## src/rtl/uart_rx_fifo.sv

```systemverilog
// uart_rx_fifo: receive front end of the terminal UART.
// Deserialises the 8N1 serial line from the FT2232 and buffers the received
// bytes in a first-word-fall-through FIFO. Sticky status flags record
// overruns and framing errors.
//
// Ports:
//   clk           oscillator clock, all logic on the rising edge
//   reset         synchronous active-high reset
//   i_UART_TX     asynchronous serial input, idle high
//   i_rd          one-cycle pop strobe
//   i_clr_err     one-cycle strobe clearing the sticky error flags
//   o_data        FIFO head byte, valid while o_rx_ready=1
//   o_rx_ready    FIFO not empty
//   o_full        FIFO holds 2**FIFO_AW bytes
//   o_count       number of bytes held
//   o_overrun     sticky: byte arrived while FIFO full
//   o_framing_err sticky: stop bit sampled low
module uart_rx_fifo #(
   parameter int CLKS_PER_BIT = 385,
   parameter int FIFO_AW      = 4
) (
   input  logic               clk,
   input  logic               reset,
   input  logic               i_UART_TX,
   input  logic               i_rd,
   input  logic               i_clr_err,
   output logic [7:0]         o_data,
   output logic               o_rx_ready,
   output logic               o_full,
   output logic [FIFO_AW:0]   o_count,
   output logic               o_overrun,
   output logic               o_framing_err
);

   localparam int TW    = $clog2(CLKS_PER_BIT);
   localparam int DEPTH = 2 ** FIFO_AW;
   localparam logic [TW-1:0]    HALF_C  = TW'(CLKS_PER_BIT / 2);
   localparam logic [TW-1:0]    LAST_C  = TW'(CLKS_PER_BIT - 1);
   localparam logic [FIFO_AW:0] DEPTH_C = {1'b1, {FIFO_AW{1'b0}}};

   typedef enum logic [2:0] {
      ST_IDLE  = 3'd0,
      ST_START = 3'd1,
      ST_DATA  = 3'd2,
      ST_STOP  = 3'd3,
      ST_BREAK = 3'd4
   } state_t;

   logic                sync1_r;
   logic                rx_s;
   state_t              state_r, state_nxt_s;
   logic [TW-1:0]       timer_r, timer_nxt_s;
   logic [2:0]          bit_idx_r, bit_idx_nxt_s;
   logic [7:0]          shift_r, shift_nxt_s;
   logic                push_s;
   logic                frame_err_s;

   logic [7:0]          mem_r [DEPTH];
   logic [FIFO_AW-1:0]  wr_ptr_r, rd_ptr_r;
   logic [FIFO_AW:0]    count_r, count_nxt_s;
   logic                full_r, ready_r, overrun_r, framing_r;
   logic                pop_s, push_ok_s, ovr_set_s;

   // Two-flop synchroniser on the asynchronous serial line (resets to idle high).
   always_ff @(posedge clk) begin
      if (reset) begin
         sync1_r <= 1'b1;
         rx_s    <= 1'b1;
      end else begin
         sync1_r <= i_UART_TX;
         rx_s    <= sync1_r;
      end
   end

   // Receiver state, bit timer, bit index and shift register.
   always_ff @(posedge clk) begin
      if (reset) begin
         state_r   <= ST_IDLE;
         timer_r   <= '0;
         bit_idx_r <= 3'd0;
         shift_r   <= 8'h00;
      end else begin
         state_r   <= state_nxt_s;
         timer_r   <= timer_nxt_s;
         bit_idx_r <= bit_idx_nxt_s;
         shift_r   <= shift_nxt_s;
      end
   end

   // Receiver next-state logic; the timer restarts from zero on every state entry.
   always_comb begin
      state_nxt_s   = state_r;
      timer_nxt_s   = timer_r + TW'(1);
      bit_idx_nxt_s = bit_idx_r;
      shift_nxt_s   = shift_r;
      push_s        = 1'b0;
      frame_err_s   = 1'b0;
      case (state_r)
         ST_IDLE: begin
            timer_nxt_s = '0;
            if (!rx_s) begin
               state_nxt_s = ST_START;
            end else begin
               state_nxt_s = ST_IDLE;
            end
         end
         ST_START: begin
            // Re-check the line in the middle of the start bit to reject glitches.
            if (timer_r == HALF_C) begin
               timer_nxt_s = '0;
               if (!rx_s) begin
                  state_nxt_s   = ST_DATA;
                  bit_idx_nxt_s = 3'd0;
               end else begin
                  state_nxt_s = ST_IDLE;
               end
            end else begin
               state_nxt_s = ST_START;
            end
         end
         ST_DATA: begin
            if (timer_r == LAST_C) begin
               timer_nxt_s = '0;
               shift_nxt_s = {rx_s, shift_r[7:1]};   // LSB arrives first
               if (bit_idx_r == 3'd7) begin
                  state_nxt_s = ST_STOP;
               end else begin
                  bit_idx_nxt_s = bit_idx_r + 3'd1;
               end
            end else begin
               state_nxt_s = ST_DATA;
            end
         end
         ST_STOP: begin
            if (timer_r == LAST_C) begin
               timer_nxt_s = '0;
               if (rx_s) begin
                  push_s      = 1'b1;
                  state_nxt_s = ST_IDLE;
               end else begin
                  frame_err_s = 1'b1;
                  state_nxt_s = ST_BREAK;
               end
            end else begin
               state_nxt_s = ST_STOP;
            end
         end
         ST_BREAK: begin
            // Wait out a held-low line so it reports only one framing error.
            timer_nxt_s = '0;
            if (rx_s) begin
               state_nxt_s = ST_IDLE;
            end else begin
               state_nxt_s = ST_BREAK;
            end
         end
         default: begin
            state_nxt_s = ST_IDLE;
            timer_nxt_s = '0;
         end
      endcase
   end

   // FIFO control: a pop frees a slot, so push+pop on a full FIFO is not an overrun.
   always_comb begin
      pop_s       = i_rd && (count_r != '0);
      push_ok_s   = push_s && ((count_r != DEPTH_C) || pop_s);
      ovr_set_s   = push_s && !push_ok_s;
      count_nxt_s = count_r;
      case ({push_ok_s, pop_s})
         2'b10:   count_nxt_s = count_r + {{FIFO_AW{1'b0}}, 1'b1};
         2'b01:   count_nxt_s = count_r - {{FIFO_AW{1'b0}}, 1'b1};
         default: count_nxt_s = count_r;
      endcase
   end

   // FIFO storage, pointers, status registers and sticky error flags (set beats clear).
   always_ff @(posedge clk) begin
      if (reset) begin
         for (int i = 0; i < DEPTH; i++) begin
            mem_r[i] <= 8'h00;
         end
         wr_ptr_r  <= '0;
         rd_ptr_r  <= '0;
         count_r   <= '0;
         full_r    <= 1'b0;
         ready_r   <= 1'b0;
         overrun_r <= 1'b0;
         framing_r <= 1'b0;
      end else begin
         if (push_ok_s) begin
            mem_r[wr_ptr_r] <= shift_r;
            wr_ptr_r        <= wr_ptr_r + FIFO_AW'(1);
         end
         if (pop_s) begin
            rd_ptr_r <= rd_ptr_r + FIFO_AW'(1);
         end
         count_r   <= count_nxt_s;
         full_r    <= (count_nxt_s == DEPTH_C);
         ready_r   <= (count_nxt_s != '0);
         overrun_r <= ovr_set_s   | (overrun_r & ~i_clr_err);
         framing_r <= frame_err_s | (framing_r & ~i_clr_err);
      end
   end

   assign o_data        = mem_r[rd_ptr_r];
   assign o_rx_ready    = ready_r;
   assign o_full        = full_r;
   assign o_count       = count_r;
   assign o_overrun     = overrun_r;
   assign o_framing_err = framing_r;

endmodule

```

## config.mk

```make
export PLATFORM = sky130hd
export DESIGN_NAME = uart_rx_fifo
export DESIGN_NICKNAME = d
export VERILOG_FILES = /design/src/rtl/uart_rx_fifo.sv
export SDC_FILE = /design/constraint.sdc
export NUM_CORES = 1
export LEC_CHECK = 0
export BUFFER_PORTS_ARGS = -buffer_cell sky130_fd_sc_hd__buf_4
export CAP_MARGIN = 30
export CORE_ASPECT_RATIO = 0.8
export CORE_UTILIZATION = 60
export DETAILED_ROUTE_END_ITERATION = 10
export PLACE_DENSITY = 0.81
export SYNTH_ARGS = -nofsm -noshare
export SYNTH_HDL_FRONTEND = slang
export SYNTH_SLANG_ARGS = --single-unit
```

## constraint.sdc

```tcl
create_clock -name clk -period 4.38 [get_ports clk]
set_input_delay 0.219 -clock clk [delete_from_list [all_inputs] [get_ports clk]]
set_output_delay 0.219 -clock clk [all_outputs]
set_load 0.05 [all_outputs]
```

* Word-level counts from Yosys, hierarchy flattened
Memories as Yosys holds them, arrays and structs flattened. A register that Yosys moved wholly into a read port is not among the register bits.
Cells that the tools add are included.
** Storage, ports and cells
- Flip-flop bits (word level) :: 42
- Memory bits (writable) :: 128
- Memories :: 1
** Memory list
- mem_r :: depth 16, bits a word 8, rd ports 1, clocked after Yosys merged registers in 1, write ports 16, RTL line 58 : logic [7:0] mem_r [DEPTH];
** Cells by class
- Add/sub/neg operators :: 6
- Equality and inequality tests :: 16
- Multiplexer cells :: 33
- Bitwise operators :: 5
- Reductions and logical operators :: 13
** Operators by type and width (count)
- $mux 3 :: 9
- $mux 9 :: 2
- $pmux 9 s2 :: 1
- $pmux 3 s5 :: 1
- $mux 1 :: 13
- $mux 4 :: 3
- $pmux 5 s2 :: 1
- $reduce_bool 5->1 :: 2
- $add 9x1->9 const B :: 1
- $eq 9x8->1 const B :: 1
- $eq 9x9->1 const B :: 1
- $add 4x1->4 const B :: 2
- $mux 8 :: 1
- $ne 2x2->1 const B :: 4
- $reduce_or 8->1 :: 1
- $eq 3x2->1 const B :: 2
- $eq 3x3->1 const B :: 2
- $pmux 3 s2 :: 1
- $add 5x1->5 const B :: 1
- $eq 5x5->1 const B :: 1
- $ne 5x5->1 const B :: 1
- $reduce_and 5->1 :: 1
- $sub 5x1->5 const B :: 1
- $add 3x1->3 const B :: 1
- 15 further kinds :: 19

* Longest topological paths before layout
- Depth after elaboration :: 9
- Mapped depth :: 11

* Worst setup path before layout
No wires, ideal clock.
- Kind :: reg-to-reg
- Start point :: reg count_r[0], in the netlist o_count[0]
- End point :: reg full_r, in the netlist o_full
- Setup time :: 0.066 ns
- Arrival :: 3.109 ns
- Path slack :: 1.205 ns
- Cell stages (with the launch flop) :: 11
- Buffers on the path :: 1
- Period minus slack after synthesis :: 3.175 ns
- Cells stage by stage :: dfxtp_1 > or4_1 > clkbuf_1 > o21ai_0 > nor2_1 > fa_1 > a21o_1 > a21oi_1 > nor4b_1 > or4b_4 > a21boi_2
** On the way
- Longest elaborated chain between the ends :: 7
- Elaborated cells on any way between the ends :: 11
- Classes of those cells :: add/sub (2); eq/ne (4); mux (1); reduce/logical (4)
** RTL lines
- start, declared :: RTL line 60 : logic [FIFO_AW:0] count_r, count_nxt_s;
- start signal, assigned :: RTL line 198 : count_r <= count_nxt_s;
- $reduce_bool 5->1 :: RTL line 166 : pop_s = i_rd && (count_r != '0);
- $logic_and 1x1->1 :: RTL line 166
- $logic_or 1x1->1 :: RTL line 167 : push_ok_s = push_s && ((count_r != DEPTH_C) || pop_s);
- $logic_and 1x1->1 :: RTL line 167
- $eq 2x1->1 or $eq 2x2->1 (tied branches) :: RTL line 170 : case ({push_ok_s, pop_s})
- $pmux 5 s2 (*) :: RTL line 170
- $eq 5x5->1 (*) :: RTL line 199 : full_r <= (count_nxt_s == DEPTH_C);
- end signal, assigned :: RTL line 199
- end, declared :: RTL line 61 : logic full_r, ready_r, overrun_r, framing_r;
Every way passes the cells marked *; elsewhere a longest branch is shown, timed or not.
A chain may end at the register's enable or synchronous reset.

==> out/metrics.yaml <==
p_seq_frac: 0.529
syn_to_final_growth_pct: 10.3
routedWlPerCell_um: 20.7
clockPowerShare: 0.443
required_ns: 4.45
drive_above_1_share: 0.177
drv_slew: 0
synth_warnings: 0
grtUsageMet2: 0.401
grt_use_met1: 0.390
fin_tns_setup_ns: 0
p_per_area_nw_per_um2: 405
power.share.combinational: 0.029
vias: 4923
max_stage_delay_ns: 0.70
synth_edf_count: 128
cts_buffers: 17
cp_max_fo: 36
grt_pass1_vias: 4570
grt_antenna_before_repair: 0
cp.arrival_ns: 3.52
synth_fp_nets: 627
synth.ff_latch_count: 174
cts.sinks: 174
p_int_mw: 2.80
drtIter0Drc: 615
ys_top_cells_by_area: "edfxtp_1 (49%), dfxtp_1 (12%), mux4_2 (11%), nor2_1 (8.1%), nand2_1 (2.1%)"
fin_worst_skew_ns: 0.00831
met3_usage: 0.0797
start_kind: "flop"
outcome: "completed"
place.gp.congestion: 0.848
setup-violations-final: 0
ys.flop_type: "edfxtp_1"
die_width_um: 130
cp_top_family: "simple AND/OR/NAND/NOR gates"
synth_cells: 609
ir_worst_vdd_mv: 0.306
switching_share: 0.203
hpwl_um: 11800
power.static_leakage_nw: 2.83
hold_viol: 0
post-cts-setup-buffer-count: 0
antenna_left: 0
grt_usage: 0.271
post-route-period-util: 0.788
dieArea_um2: 13600
insertion_delay_ns: 0.44
io_pins: 22
crit_path_end_kind: "flop"
maxSlewHeadroom: 0.501
viasPerCell: 6.13
top_usage_layer: "met2"
die_h_um: 104
clockBufferDepth: 2
fin_nets: 633
cts_root_buf: "clkbuf_16"
async_reset_ff_frac: 0
core_um2: 12800
rsz0062_at_grt: "false"
grt_max_degree: 52
yosysTopAreaCell: "edfxtp_1"
initial_core_util: 0.614
avgSynthCellArea_um2: 12.9
clk_pin_slew_ns: 0.06
wirelength_um: 16600
io_buffers: 21
yosysSeqAreaShare: 0.606
grt-ovfl-total: 0
hp-class: "in2reg"
final_util: 0.677
dr.pass1.iters: 5
h-tree-depth: 4
min_period_ns: 3.45
cts_tree: "done"
worst_slew_pin_slew_ns: 0.746
synth_top_area_share: 0.489
drc: 0
path_cells: "inv_1 > ha_1 > or4b_4 > nor2_1 > and4b_1 > nand2_4 > o21bai_1"
critPathKind: "reg2reg"
timing.fmax_ghz: 0.290
rows: 37
synth_cell_type_count: 47
switchingPower_mw: 0.713
grt_pass1_wl_um: 26100
cap_violations: 0
n_antenna_cell: 0
crit_buf_inv: 1
slowest_stage: "o21bai_1"
syn_area_um2: 7870
==> power groups by stage <==
stage          Clock (mW)  Combinational (mW)  Sequential (mW)
5_1_grt              1.63               0.107             1.86
2_1_floorplan           0              0.0743             1.87
4_1_cts              1.56              0.0997             1.86
3_5_place_dp            0              0.0989             1.89
3_3_place_gp            0              0.0958             1.89
6_report             1.55               0.100             1.86
==> state kept, by name, summed over array words and instances, names as in the netlist, named ones only <==
name           cells
o_count            5
state_r            3
mem_r            128
o_rx_ready         1
rx_s               1
sync1_r            1
timer_r            9
shift_r            8
o_overrun          1
o_framing_err      1
bit_idx_r          3
wr_ptr_r           4
rd_ptr_r           4
o_full             1
==> per-layer routing <==
| metal | up-vias | wire, µm |
|---|---|---|
| met2 | 280 | 7720 |
| met5 | - | 0 |
| li1 | 2201 | - |
| met4 | 0 | 269 |
| met3 | 29 | 1790 |
| met1 | 2413 | 6880 |
==> final cells by class <==
type                    count  area (µm²)
clock buffers              20         457
clock inverters            12         160
fillers                   854        4150
inverters                   6        22.5
multi-input cells         391        2850
flip-flops and latches    174        4770
well taps                 175         219
repair buffers             25         203
==> path summary, 6_finish.rpt <==
path | slack, ns | from | depth (start not counted) | end
min | 0.06 | i_clr_err | 3 | o_framing_err
min reg2reg | 0.41 | sync1_r | 1 | rx_s
max | 0.93 | timer_r[0] | 7 | mem_r[0][0]
max reg2reg | 0.93 | timer_r[0] | 7 | mem_r[0][0]
==> synthesized netlist by cell type (all sizes together) (2+ instances only) <==
library cell and count:
nor2 169, edfxtp 128, nand2 48, dfxtp 46, mux4 40, buf 23, o21bai 16, clkbuf 15
mux2i 15, ha 12, xor2 12, a21oi 9, o21ai 7, inv 6, nand3 6, and3 5
nor4 5, nand2b 4, nor3b 4, nand3b 3, nand4 3, nor2b 3, or2 3, xnor2 3
a211oi 2, and2 2, and4b 2, nor3 2, nor4b 2, o2111ai 2, or3b 2, or4b 2
==> per-stage QoR <==
stage          instance area (µm²)  total power [mW]  hold slack (ns)  cells  setup slack, ns
2_1_floorplan                 7870              1.94            0.323    609             1.21
4_1_cts                       8680              3.51           0.0504    803            0.956
5_1_grt                       8680              3.59           0.0934    803            0.642
3_5_place_dp                  8050              1.99            0.395    770            0.967
6_report                      8680              3.51           0.0550    803            0.928
3_3_place_gp                  8030              1.98            0.396    769             1.08
==> worst reg2reg max path, cell delays in order (launching register included) <==
cell      delay (ns)
dfxtp_1         0.36
inv_1           0.07
ha_1            0.12
or4b_4          0.49
nor2_1          0.48
and4b_1         0.55
nand2_4         0.31
o21bai_1        0.70
==> layout by cell type, fill, tap and decap left out, types with 3 or more instances in the layout <==
cell type / synthesis / routed
nor3b_1: 4 / 4
or2_2: 3 / 3
nor4_1: 4 / 4
clkbuf_16: 0 / 17
a21oi_1: 9 / 9
mux4_2: 40 / 40
nand2b_1: 4 / 4
nor2_1: 169 / 169
clkinvlp_4: 0 / 3
ha_1: 12 / 12
dfxtp_1: 46 / 45
and3_1: 4 / 4
nand3_1: 6 / 6
o21bai_1: 16 / 16
xnor2_1: 3 / 3
nand2_4: 4 / 4
inv_1: 6 / 6
nor2b_1: 3 / 3
xor2_1: 12 / 12
nand2_1: 44 / 44
buf_4: 0 / 23
nand4_1: 3 / 3
o21ai_0: 6 / 6
mux2i_1: 14 / 14
edfxtp_1: 128 / 128
nand3b_1: 3 / 3
bufinv_16: 0 / 3
==> cell families after synthesis <==
group	count (synthesis)	synth area share
and+or+nand+nor	267	0.154
DFF	174	0.606
muxes	55	0.134
buffers and inverters	44	0.0329
AOI/OAI and AO/OA	41	0.0347
xor gates and xnor gates	15	0.0167
adders and majority gates	13	0.0216
==> timing repair <==
action                                  in CTS  in global routing
resized for setup                            0                  0
hold buffers                                 1                  0
endpoints found under the hold margin        1                  0
endpoints found under the setup margin       0                  0
Power figures use the tool's default switching activity.
